<file path="src/rtl/rs_bank.sv">
// rs_bank: parametrised reservation-station bank for one functional-unit class.
// Holds NUM_RS in-flight ops. Missing operands are captured by snooping the CDB,
// both while resident and at issue time. The oldest entry whose operands are both
// ready is offered to the FU through a valid/ready handshake.
//
// Ports:
//   clk, rst           clock, synchronous active-high reset
//   flush              squash every entry on the next edge
//   issue_*            allocation request from issue_control (valid/ready)
//   cdb_*              common data bus broadcast (valid, tag, value)
//   ex_*               dispatch to the functional unit (valid/ready, op, a, b, dest)
//   busy_out           per-entry busy flags
//   free_count         number of free entries
module rs_bank #(
  parameter int unsigned NUM_RS = 3,
  parameter int unsigned WORD_W = 16,
  parameter int unsigned TAG_W  = 3,
  parameter int unsigned OP_W   = 4
) (
  input  logic                         clk,
  input  logic                         rst,
  input  logic                         flush,
  input  logic                         issue_valid,
  output logic                         issue_ready,
  input  logic [OP_W-1:0]              issue_op,
  input  logic [WORD_W-1:0]            issue_vj,
  input  logic [WORD_W-1:0]            issue_vk,
  input  logic [TAG_W-1:0]             issue_qj,
  input  logic [TAG_W-1:0]             issue_qk,
  input  logic                         issue_rdy_j,
  input  logic                         issue_rdy_k,
  input  logic [TAG_W-1:0]             issue_dest,
  input  logic                         cdb_valid,
  input  logic [TAG_W-1:0]             cdb_tag,
  input  logic [WORD_W-1:0]            cdb_value,
  output logic                         ex_valid,
  input  logic                         ex_ready,
  output logic [OP_W-1:0]              ex_op,
  output logic [WORD_W-1:0]            ex_a,
  output logic [WORD_W-1:0]            ex_b,
  output logic [TAG_W-1:0]             ex_dest,
  output logic [NUM_RS-1:0]            busy_out,
  output logic [$clog2(NUM_RS+1)-1:0]  free_count
);

  localparam int unsigned IdxW = (NUM_RS > 1) ? $clog2(NUM_RS) : 1;
  localparam int unsigned CntW = $clog2(NUM_RS + 1);

  logic [NUM_RS-1:0] busy_q, busy_d;
  logic [NUM_RS-1:0] rdy_j_q, rdy_j_d;
  logic [NUM_RS-1:0] rdy_k_q, rdy_k_d;
  logic [WORD_W-1:0] vj_q [NUM_RS];
  logic [WORD_W-1:0] vj_d [NUM_RS];
  logic [WORD_W-1:0] vk_q [NUM_RS];
  logic [WORD_W-1:0] vk_d [NUM_RS];
  logic [TAG_W-1:0]  qj_q [NUM_RS];
  logic [TAG_W-1:0]  qj_d [NUM_RS];
  logic [TAG_W-1:0]  qk_q [NUM_RS];
  logic [TAG_W-1:0]  qk_d [NUM_RS];
  logic [TAG_W-1:0]  dest_q [NUM_RS];
  logic [TAG_W-1:0]  dest_d [NUM_RS];
  logic [OP_W-1:0]   op_q [NUM_RS];
  logic [OP_W-1:0]   op_d [NUM_RS];
  // older_q[i][j] set means entry i was allocated before entry j.
  // Only meaningful while both entries are busy.
  logic [NUM_RS-1:0] older_q [NUM_RS];
  logic [NUM_RS-1:0] older_d [NUM_RS];

  logic [NUM_RS-1:0] ready_vec;
  logic [NUM_RS-1:0] oldest_vec;
  logic [IdxW-1:0]   alloc_idx;
  logic [IdxW-1:0]   cand_idx;
  logic              alloc;
  logic              fire;

  // Built from registered rdy bits only, so a CDB capture is never dispatched
  // in the cycle it happens.
  assign ready_vec   = busy_q & rdy_j_q & rdy_k_q;
  assign issue_ready = ~&busy_q;
  assign busy_out    = busy_q;
  assign ex_valid    = |ready_vec;
  assign ex_op       = op_q[cand_idx];
  assign ex_a        = vj_q[cand_idx];
  assign ex_b        = vk_q[cand_idx];
  assign ex_dest     = dest_q[cand_idx];
  assign alloc       = issue_valid && issue_ready && !flush;
  assign fire        = ex_valid && ex_ready && !flush;

  always_comb begin
    alloc_idx  = '0;
    cand_idx   = '0;
    free_count = '0;
    oldest_vec = '0;
    // Descending scan so the lowest free index wins.
    for (int i = NUM_RS - 1; i >= 0; i--) begin
      if (!busy_q[i]) alloc_idx = IdxW'(i);
    end
    for (int i = 0; i < NUM_RS; i++) begin
      if (!busy_q[i]) free_count = free_count + CntW'(1);
    end
    // An entry is the candidate if it is older than every other ready entry.
    for (int i = 0; i < NUM_RS; i++) begin
      oldest_vec[i] = ready_vec[i];
      for (int j = 0; j < NUM_RS; j++) begin
        if (j != i && ready_vec[j] && !older_q[i][j]) oldest_vec[i] = 1'b0;
      end
    end
    for (int i = 0; i < NUM_RS; i++) begin
      if (oldest_vec[i]) cand_idx = IdxW'(i);
    end
  end

  always_comb begin
    busy_d  = busy_q;
    rdy_j_d = rdy_j_q;
    rdy_k_d = rdy_k_q;
    vj_d    = vj_q;
    vk_d    = vk_q;
    qj_d    = qj_q;
    qk_d    = qk_q;
    dest_d  = dest_q;
    op_d    = op_q;
    older_d = older_q;

    // CDB snoop for resident entries; tags only matter while rdy is low.
    for (int i = 0; i < NUM_RS; i++) begin
      if (busy_q[i] && cdb_valid) begin
        if (!rdy_j_q[i] && qj_q[i] == cdb_tag) begin
          vj_d[i]    = cdb_value;
          rdy_j_d[i] = 1'b1;
        end
        if (!rdy_k_q[i] && qk_q[i] == cdb_tag) begin
          vk_d[i]    = cdb_value;
          rdy_k_d[i] = 1'b1;
        end
      end
    end

    if (fire) busy_d[cand_idx] = 1'b0;

    // Allocation targets a slot free in the current cycle, so it never collides
    // with the snoop or the dispatch above.
    if (alloc) begin
      busy_d[alloc_idx]  = 1'b1;
      op_d[alloc_idx]    = issue_op;
      dest_d[alloc_idx]  = issue_dest;
      qj_d[alloc_idx]    = issue_qj;
      qk_d[alloc_idx]    = issue_qk;
      vj_d[alloc_idx]    = issue_vj;
      vk_d[alloc_idx]    = issue_vk;
      rdy_j_d[alloc_idx] = issue_rdy_j;
      rdy_k_d[alloc_idx] = issue_rdy_k;
      if (!issue_rdy_j && cdb_valid && cdb_tag == issue_qj) begin
        vj_d[alloc_idx]    = cdb_value;
        rdy_j_d[alloc_idx] = 1'b1;
      end
      if (!issue_rdy_k && cdb_valid && cdb_tag == issue_qk) begin
        vk_d[alloc_idx]    = cdb_value;
        rdy_k_d[alloc_idx] = 1'b1;
      end
      // New entry is younger than everything currently busy.
      older_d[alloc_idx] = '0;
      for (int j = 0; j < NUM_RS; j++) begin
        older_d[j][alloc_idx] = busy_q[j];
      end
    end

    if (flush) begin
      busy_d  = '0;
      rdy_j_d = '0;
      rdy_k_d = '0;
      for (int i = 0; i < NUM_RS; i++) older_d[i] = '0;
    end
  end

  always_ff @(posedge clk) begin
    if (rst) begin
      busy_q  <= '0;
      rdy_j_q <= '0;
      rdy_k_q <= '0;
      for (int i = 0; i < NUM_RS; i++) older_q[i] <= '0;
    end else begin
      busy_q  <= busy_d;
      rdy_j_q <= rdy_j_d;
      rdy_k_q <= rdy_k_d;
      for (int i = 0; i < NUM_RS; i++) begin
        older_q[i] <= older_d[i];
        vj_q[i]    <= vj_d[i];
        vk_q[i]    <= vk_d[i];
        qj_q[i]    <= qj_d[i];
        qk_q[i]    <= qk_d[i];
        dest_q[i]  <= dest_d[i];
        op_q[i]    <= op_d[i];
      end
    end
  end

endmodule
</file>
<file path="config.mk">
export PLATFORM = sky130hd
export DESIGN_NAME = rs_bank
export DESIGN_NICKNAME = d
export VERILOG_FILES = /design/src/rtl/rs_bank.sv
export SDC_FILE = /design/constraint.sdc
export NUM_CORES = 1
export LEC_CHECK = 0
export CORE_MARGIN = 3
export CORE_UTILIZATION = 53
export CTS_BUF_LIST = sky130_fd_sc_hd__clkbuf_8
export CTS_CLUSTER_DIAMETER = 120
export CTS_CLUSTER_SIZE = 8
export DETAILED_ROUTE_END_ITERATION = 12
export DONT_BUFFER_PORTS = 1
export PLACE_DENSITY_LB_ADDON = 0.3
export SLEW_MARGIN = 15
export SYNTH_ARGS = -nofsm -noshare
export SYNTH_HDL_FRONTEND = slang
export SYNTH_SLANG_ARGS = --single-unit
</file>
<file path="constraint.sdc">
create_clock -name clk -period 6.7 [get_ports clk]
set_input_delay 1.34 -clock clk [delete_from_list [all_inputs] [get_ports clk]]
set_output_delay 1.34 -clock clk [all_outputs]
set_load 0.005 [all_outputs]
</file>
==> results of run 1 <==
[registers in the layout, indices dropped and copies added (netlist names)]
| signal | count |
|---|---|
| vj_q | 48 |
| vk_q | 48 |
| op_q | 12 |
| dest_q | 9 |
| qj_q | 9 |
| qk_q | 9 |
| older_q | 4 |
| busy_out | 3 |
| rdy_j_q | 3 |
| rdy_k_q | 3 |
[worst min path at each step]
stage / startpoint / to / slack (ns) / cells past startpoint
3_5_place_dp: older_q[3] / older_q[3] / 0.47 / 2
4_1_cts: older_q[3] / older_q[3] / 0.49 / 2
3_3_place_gp: older_q[3] / older_q[3] / 0.48 / 2
6_report: older_q[3] / older_q[3] / 0.50 / 2
2_1_floorplan: older_q[3] / older_q[3] / 0.44 / 2
5_1_grt: older_q[3] / older_q[3] / 0.54 / 2
[worst max-delay path: stages, from the launching register on]
cell	delay (ns)
dfxtp_1	1.02
nand3_1	0.26
o221a_2	0.62
o21ba_2	1.09
a221o_1	0.33
[per-stage QoR]
stage                     power, mW  utilization  worst slack, ns
after floorplan               1.221            -            3.054
after global routing          1.995       0.5730            1.293
after detailed placement      1.261       0.5454            2.149
after global placement        1.255       0.5454            2.344
after CTS                     1.936       0.5691            1.632
final                         1.934       0.5730            1.549
[power groups by stage]
stage,combinational [mW],clock [mW],sequential [mW]
2_1_floorplan,0.124,0,1.10
3_3_place_gp,0.146,0,1.11
3_5_place_dp,0.151,0,1.11
4_1_cts,0.151,0.697,1.09
5_1_grt,0.165,0.737,1.09
6_report,0.153,0.691,1.09
[kinds of logic after synthesis]
logic type      after synthesis
simple gates                301
compound gates              163
flops                       148
buf+inv                     109
mux                          36
xor+xnor                     25
fa+ha+maj                     4
[per-layer routing]
layer  track usage  wire, µm  vias to the layer above
met1        0.3488      9790                     3401
met4        0.1188      1039                        0
met3       0.07989      2444                       65
li1              -         -                     3085
met5             0         0                        -
met2        0.4497     12140                      413
[cell usage in the layout (no fill, tap or decap), types with 30 or more instances in the layout]
cell / count
a211oi_1: 36
a221o_1: 39
and2_1: 34
edfxtp_1: 135
mux2_2: 34
nand3_1: 39
nand4_1: 50
nor3_1: 70
o211ai_1: 32
o221a_2: 33
or3_1: 30
or4_1: 32
[cells in the mapped netlist, types with 5 or more instances]
| cell | instances | area [µm²] |
|---|---|---|
| nand4_1 | 50 | 312.8 |
| and2_0 | 8 | 50.05 |
| o221a_2 | 33 | 371.6 |
| nand3_1 | 39 | 195.2 |
| buf_2 | 21 | 105.1 |
| or4_1 | 32 | 240.2 |
| a21oi_1 | 7 | 35.03 |
| o21ai_0 | 5 | 25.02 |
| nor2_1 | 9 | 33.78 |
| mux2_2 | 34 | 382.9 |
| buf_1 | 5 | 18.77 |
| nor4_1 | 5 | 31.28 |
| dfxtp_1 | 13 | 260.3 |
| inv_1 | 25 | 93.84 |
| xor2_1 | 18 | 157.7 |
| edfxtp_1 | 135 | 4054 |
| a211oi_1 | 36 | 270.3 |
| nor3_1 | 70 | 350.3 |
| or3_1 | 30 | 187.7 |
| and2_1 | 34 | 212.7 |
| xnor2_1 | 7 | 61.31 |
| clkbuf_1 | 50 | 187.7 |
| o211ai_1 | 32 | 240.2 |
| a221o_1 | 39 | 390.4 |
[layout make-up]
| class | count | area, µm² |
|---|---|---|
| clock inverter | 15 | 145.1 |
| fill | 1394 | 6833 |
| multi-input combinational | 529 | 3976 |
| sequential | 148 | 4314 |
| timing repair buffer | 13 | 128.9 |
| inverter | 26 | 98.84 |
| tap | 216 | 270.3 |
| clock buffer | 17 | 234.0 |
==> summary.md, run 1 <==
| Metric | Value |
|---|---|
| Clk_skew | `0.01362 ns` |
| Clk buf depth | `2` |
| Combinational fraction of design power | `0.079` |
| Flop pwr share | `0.564` |
| Pwr Density | `210.9 nW/µm²` |
| Row count | `46` |
| H-Tree Depth | `4` |
| Startpoint Class | `flip-flop` |
| Post-synth cell types | `51` |
| Clock network power share | `0.357` |
| FMAX | `194.1 MHz` |
| Static leakage | `2.837 nW` |
| Cells after Synth | `786` |
| Congestion Overflow GR | `0` |
| Post-synthesis sequential area ratio | `0.4939` |
| Die H | `134.4 µm` |
| Syn_area_per_cell | `11.11 µm²` |
| Mapped Nets | `862` |
| Synth async-reset ratio | `0` |
| Post-DR wirelength/cell | `26.36 µm` |
| Hold Buf Count CTS | `0` |
| Int Power | `1.425 mW` |
| Initial DRT Pass Iterations | `5` |
| Slew @ Worst Pin | `1.154 ns` |
| First DRT Iteration DRCs | `936` |
| Max VDD drop | `222.6 µV` |
| DRC | `0` |
| Post-route clock period utilization | `0.7689` |
| Max Cap Viol | `0` |
| WS Path Type | `reg2out` |
| XOR/XNOR Fraction of Synth Area | `0.02507` |
| Adder-Cell Fraction of Synth Area | `0.005730` |
| Placeable Area | `16,000 µm²` |
| Critical Path RT | `5.36 ns` |
| Net load switching power | `508.6 µW` |
| Sw frac | `0.2630` |
| GP Congestion | `0.9178` |
| Rel. slew slack | `0.2306` |
| Crit path to | `ex_dest[1]` |
| Via count | `6,964` |
| CTS tree | `done` |
| Clk_lat worst skew | `0.47 ns` |
| Tot GR Track Use | `0.2774` |
| Clock sink count | `148` |
| Clk slew on worst S/H paths | `0.09 ns` |
| Final TNS setup | `0 ns` |
| Worst-case reg-to-reg path depth | `8` |
| CP Capture Type | `output port` |
| Min Clock Period, post-route | `5.152 ns` |
| FF-to-FF setup slack | `3.23 ns` |
| Status | `completed` |
| CTS resizes | `0` |
| Post-Synth Simple-Gate Area | `0.2124` |
| RSZ-0062 raised after global routing | `false` |
| NumNets Final | `811` |
| Die width | `134.4 µm` |
| Ys flop type | `edfxtp_1` |
| Crit path DAT | `3.81 ns` |
| Final setup viols | `0` |
| Total CTS buffers | `17` |
| Post-route insts no fill | `964` |
| Final Max Slew Viols | `0` |
| Crit path from | `rdy_j_q[1]` |
| Initial core utilization | `0.5459` |
| Synthesized flop and latch total | `148` |
| Post-CTS Setup Inserts | `0` |
| Synth Area in Compound Gates | `0.1629` |
| Mux share of post-synthesis cell area | `0.04613` |
| Synth warn | `0` |
| Final hold slack | `0.5011 ns` |
| Fin. Hold Viols | `0` |
| Design area | `9168 µm²` |
| Vias/cell | `7.224` |
| CTS root buffer | `clkbuf_8` |
| Detail Placement HPWL | `16,760 µm` |
| EDFF count, synth | `135` |
| Initial antenna violation count | `0` |
| Antenna Nets Post-Route | `0` |
| Top Ports | `118` |
| Placed Cells | `929` |
| Area Growth Syn to Fin | `4.956%` |
| Port Buffers | `0` |
| Fraction of layout instances using a drive strength above 1 | `0.1805` |
| Die footprint | `18,060 µm²` |
| Routed WL | `25,410 µm` |
| Worst flop-to-flop path endpoint | `vk_q[46]` |
| ANT cells | `0` |
| Hold Crit Class | `reg2reg` |
| First-pass GRT wire length | `38,710 µm` |
| Worst R2R Start | `busy_out[0]` |
| Max FO, Critical Path | `41` |
| Largest net degree at the start of global routing | `75` |
| Area after DPL | `8727 µm²` |
| Vias in the first global route | `6,575` |
| Mapped cell area | `8735 µm²` |
| Largest family of logic cells by synthesized area | `simple AND/OR/NAND/NOR gates` |
(Power assumes the default switching activity.)
==> inputs of run 2 (changes only) <==
- clock period: 6.7 -> 5.3 ns (I/O delays scaled with it)
==> summary.md, run 2 (synthesized netlist as in run 1, its figures left out) <==
| Metric | Value |
|---|---|
| Fin. Hold Viols | `0 (unchanged)` |
| Min Clock Period, post-route | `4.343 ns` |
| Placed Cells | `932 (+0.32%)` |
| First-pass GRT wire length | `39,630 µm (+2.4%)` |
| Rel. slew slack | `0.2526 (+0.02204)` |
| Clk_skew | `0.01411 ns (+0.0004901 ns)` |
| Die H | `134.4 µm (unchanged)` |
| ANT cells | `0 (unchanged)` |
| Row count | `46 (unchanged)` |
| Max FO, Critical Path | `41 (unchanged)` |
| Clk buf depth | `2 (unchanged)` |
| First DRT Iteration DRCs | `720 (-23%)` |
| Static leakage | `2.891 nW (+1.9%)` |
| Worst R2R Start | `busy_out[0]` |
| Via count | `7,126 (+2.3%)` |
| Vias/cell | `7.369 (+2.0%)` |
| Max Cap Viol | `0 (unchanged)` |
| Initial antenna violation count | `0 (unchanged)` |
| Most frequent cells in the layout | `edfxtp_1, nor3_1, nand4_1` |
| Net load switching power | `620.9 µW (+22%)` |
| Final setup viols | `0 (unchanged)` |
| CTS root buffer | `clkbuf_8` |
| Area after DPL | `8750 µm² (+0.26%)` |
| CP Capture Type | `output port` |
| Int Power | `1.984 mW (+39%)` |
| Die footprint | `18,060 µm² (unchanged)` |
| FMAX | `230.2 MHz` |
| Congestion Overflow GR | `0 (unchanged)` |
| Max VDD drop | `292.9 µV (+32%)` |
| Hold Crit Class | `reg2reg` |
| Antenna Nets Post-Route | `0 (unchanged)` |
| Tot GR Track Use | `0.2845 (+0.007075)` |
| Flop pwr share | `0.528 (-0.036)` |
| Largest net degree at the start of global routing | `66 (-12%)` |
| DRC | `0 (unchanged)` |
| NumNets Final | `814 (+0.37%)` |
| Cell-by-cell trace of the critical path | `nand3_1, o221a_2, o21ba_2, a221o_1` |
| Crit path DAT | `3.28 ns (-0.53 ns)` |
| Biggest regs | `vj_q (48), vk_q (48), op_q (12)` |
| Clk_lat worst skew | `0.47 ns (about the same)` |
| Critical Path RT | `4.24 ns (-1.12 ns)` |
| Top Ports | `118 (unchanged)` |
| Status | `completed` |
| Pwr Total | `2.605 mW (+35%)` |
| WS Path Type | `reg2out` |
| Total CTS buffers | `17 (unchanged)` |
| Clock network power share | `0.397 (+0.040)` |
| Post-route clock period utilization | `0.8195` |
| Final Max Slew Viols | `0 (unchanged)` |
| RSZ-0062 raised after global routing | `false` |
| CP max stage cell | `o21ba_2` |
| Initial core utilization | `0.5459 (unchanged)` |
| Most common cell after layout, fill and taps aside | `edfxtp_1` |
| Die width | `134.4 µm (unchanged)` |
| Slowest stage delay, CP | `1.04 ns (-0.05 ns)` |
| Design area | `9279 µm² (+1.2%)` |
| Fraction of layout instances using a drive strength above 1 | `0.1838 (+0.003274)` |
| Pwr Density | `280.7 nW/µm² (+33%)` |
| Area Growth Syn to Fin | `6.231%` |
| Crit path from | `busy_out[0]` |
| HP Start | `older_q[3]` |
| Clk slew on worst S/H paths | `0.08 ns (about the same)` |
| Startpoint Class | `flip-flop` |
| Slew @ Worst Pin | `1.113 ns (-0.04141 ns)` |
| GP Congestion | `0.9378 (+2.2%)` |
| Post-DR wirelength/cell | `26.94 µm (+2.2%)` |
| Post-CTS Setup Inserts | `0 (unchanged)` |
| Port Buffers | `0 (unchanged)` |
| CTS tree | `done` |
| Sw frac | `0.2384 (-0.02463)` |
| Vias in the first global route | `6,738 (+2.5%)` |
| Combinational fraction of design power | `0.075 (-0.004)` |
| Placeable Area | `16,000 µm² (unchanged)` |
| Hold Buf Count CTS | `0 (unchanged)` |
| CTS resizes | `0 (unchanged)` |
| Final TNS setup | `0 ns (unchanged)` |
| Detail Placement HPWL | `16,950 µm (+1.2%)` |
| H-Tree Depth | `4 (unchanged)` |
| Initial DRT Pass Iterations | `5 (unchanged)` |
| Post-route insts no fill | `967 (+0.31%)` |
| Clock sink count | `148 (unchanged)` |
| Routed WL | `26,050 µm (+2.5%)` |
run 2: critical path, delay by kind of cell (launching register included):
kind	cells	cell delay (ns)
flops	1	0.63
simple gates	1	0.21
compound gates	3	1.96
run 2: final timing paths:
check,endpoint,slack [ns],cells after the start
max reg2reg,vj_q[45],2.04,7
min reg2reg,older_q[3],0.51,2
max,ex_b[15],0.96,4
min,older_q[3],0.51,2
run 2: stage by stage:
step / hold WS (ns) / setup slack, ns / utilization
after global routing: 0.4983 / 0.7398 / 0.5799
after global placement: 0.4639 / 1.602 / 0.5468
after floorplan: 0.4442 / 1.934 / -
after detailed placement: 0.4826 / 1.418 / 0.5468
final: 0.5075 / 0.9567 / 0.5799
after CTS: 0.4917 / 0.8974 / 0.5759
run 2: routing by layer:
layer	up-vias	GRT usage	part of all wire
met5	-	0	0
li1	3081	-	-
met1	3493	0.3540	0.38
met3	87	0.08327	0.094
met4	0	0.1357	0.049
met2	465	0.4575	0.48
run 2: power by group through the flow:
stage          clock network (mW)  registers, mW  logic [mW]
4_1_cts                      1.04           1.37       0.194
6_report                     1.03           1.38       0.196
5_1_grt                      1.09           1.38       0.211
3_3_place_gp                    0           1.40       0.185
3_5_place_dp                    0           1.40       0.193
2_1_floorplan                   0           1.39       0.157
run 2: final cells by class:
type                    instances  area (µm²)
flip-flops and latches        148        4314
clock inverters                15       231.5
multi-input cells             529        3975
inverters                      26       98.84
clock buffers                  17       234.0
repair buffers                 16       155.1
fillers                      1409        6721
well taps                     216       270.3
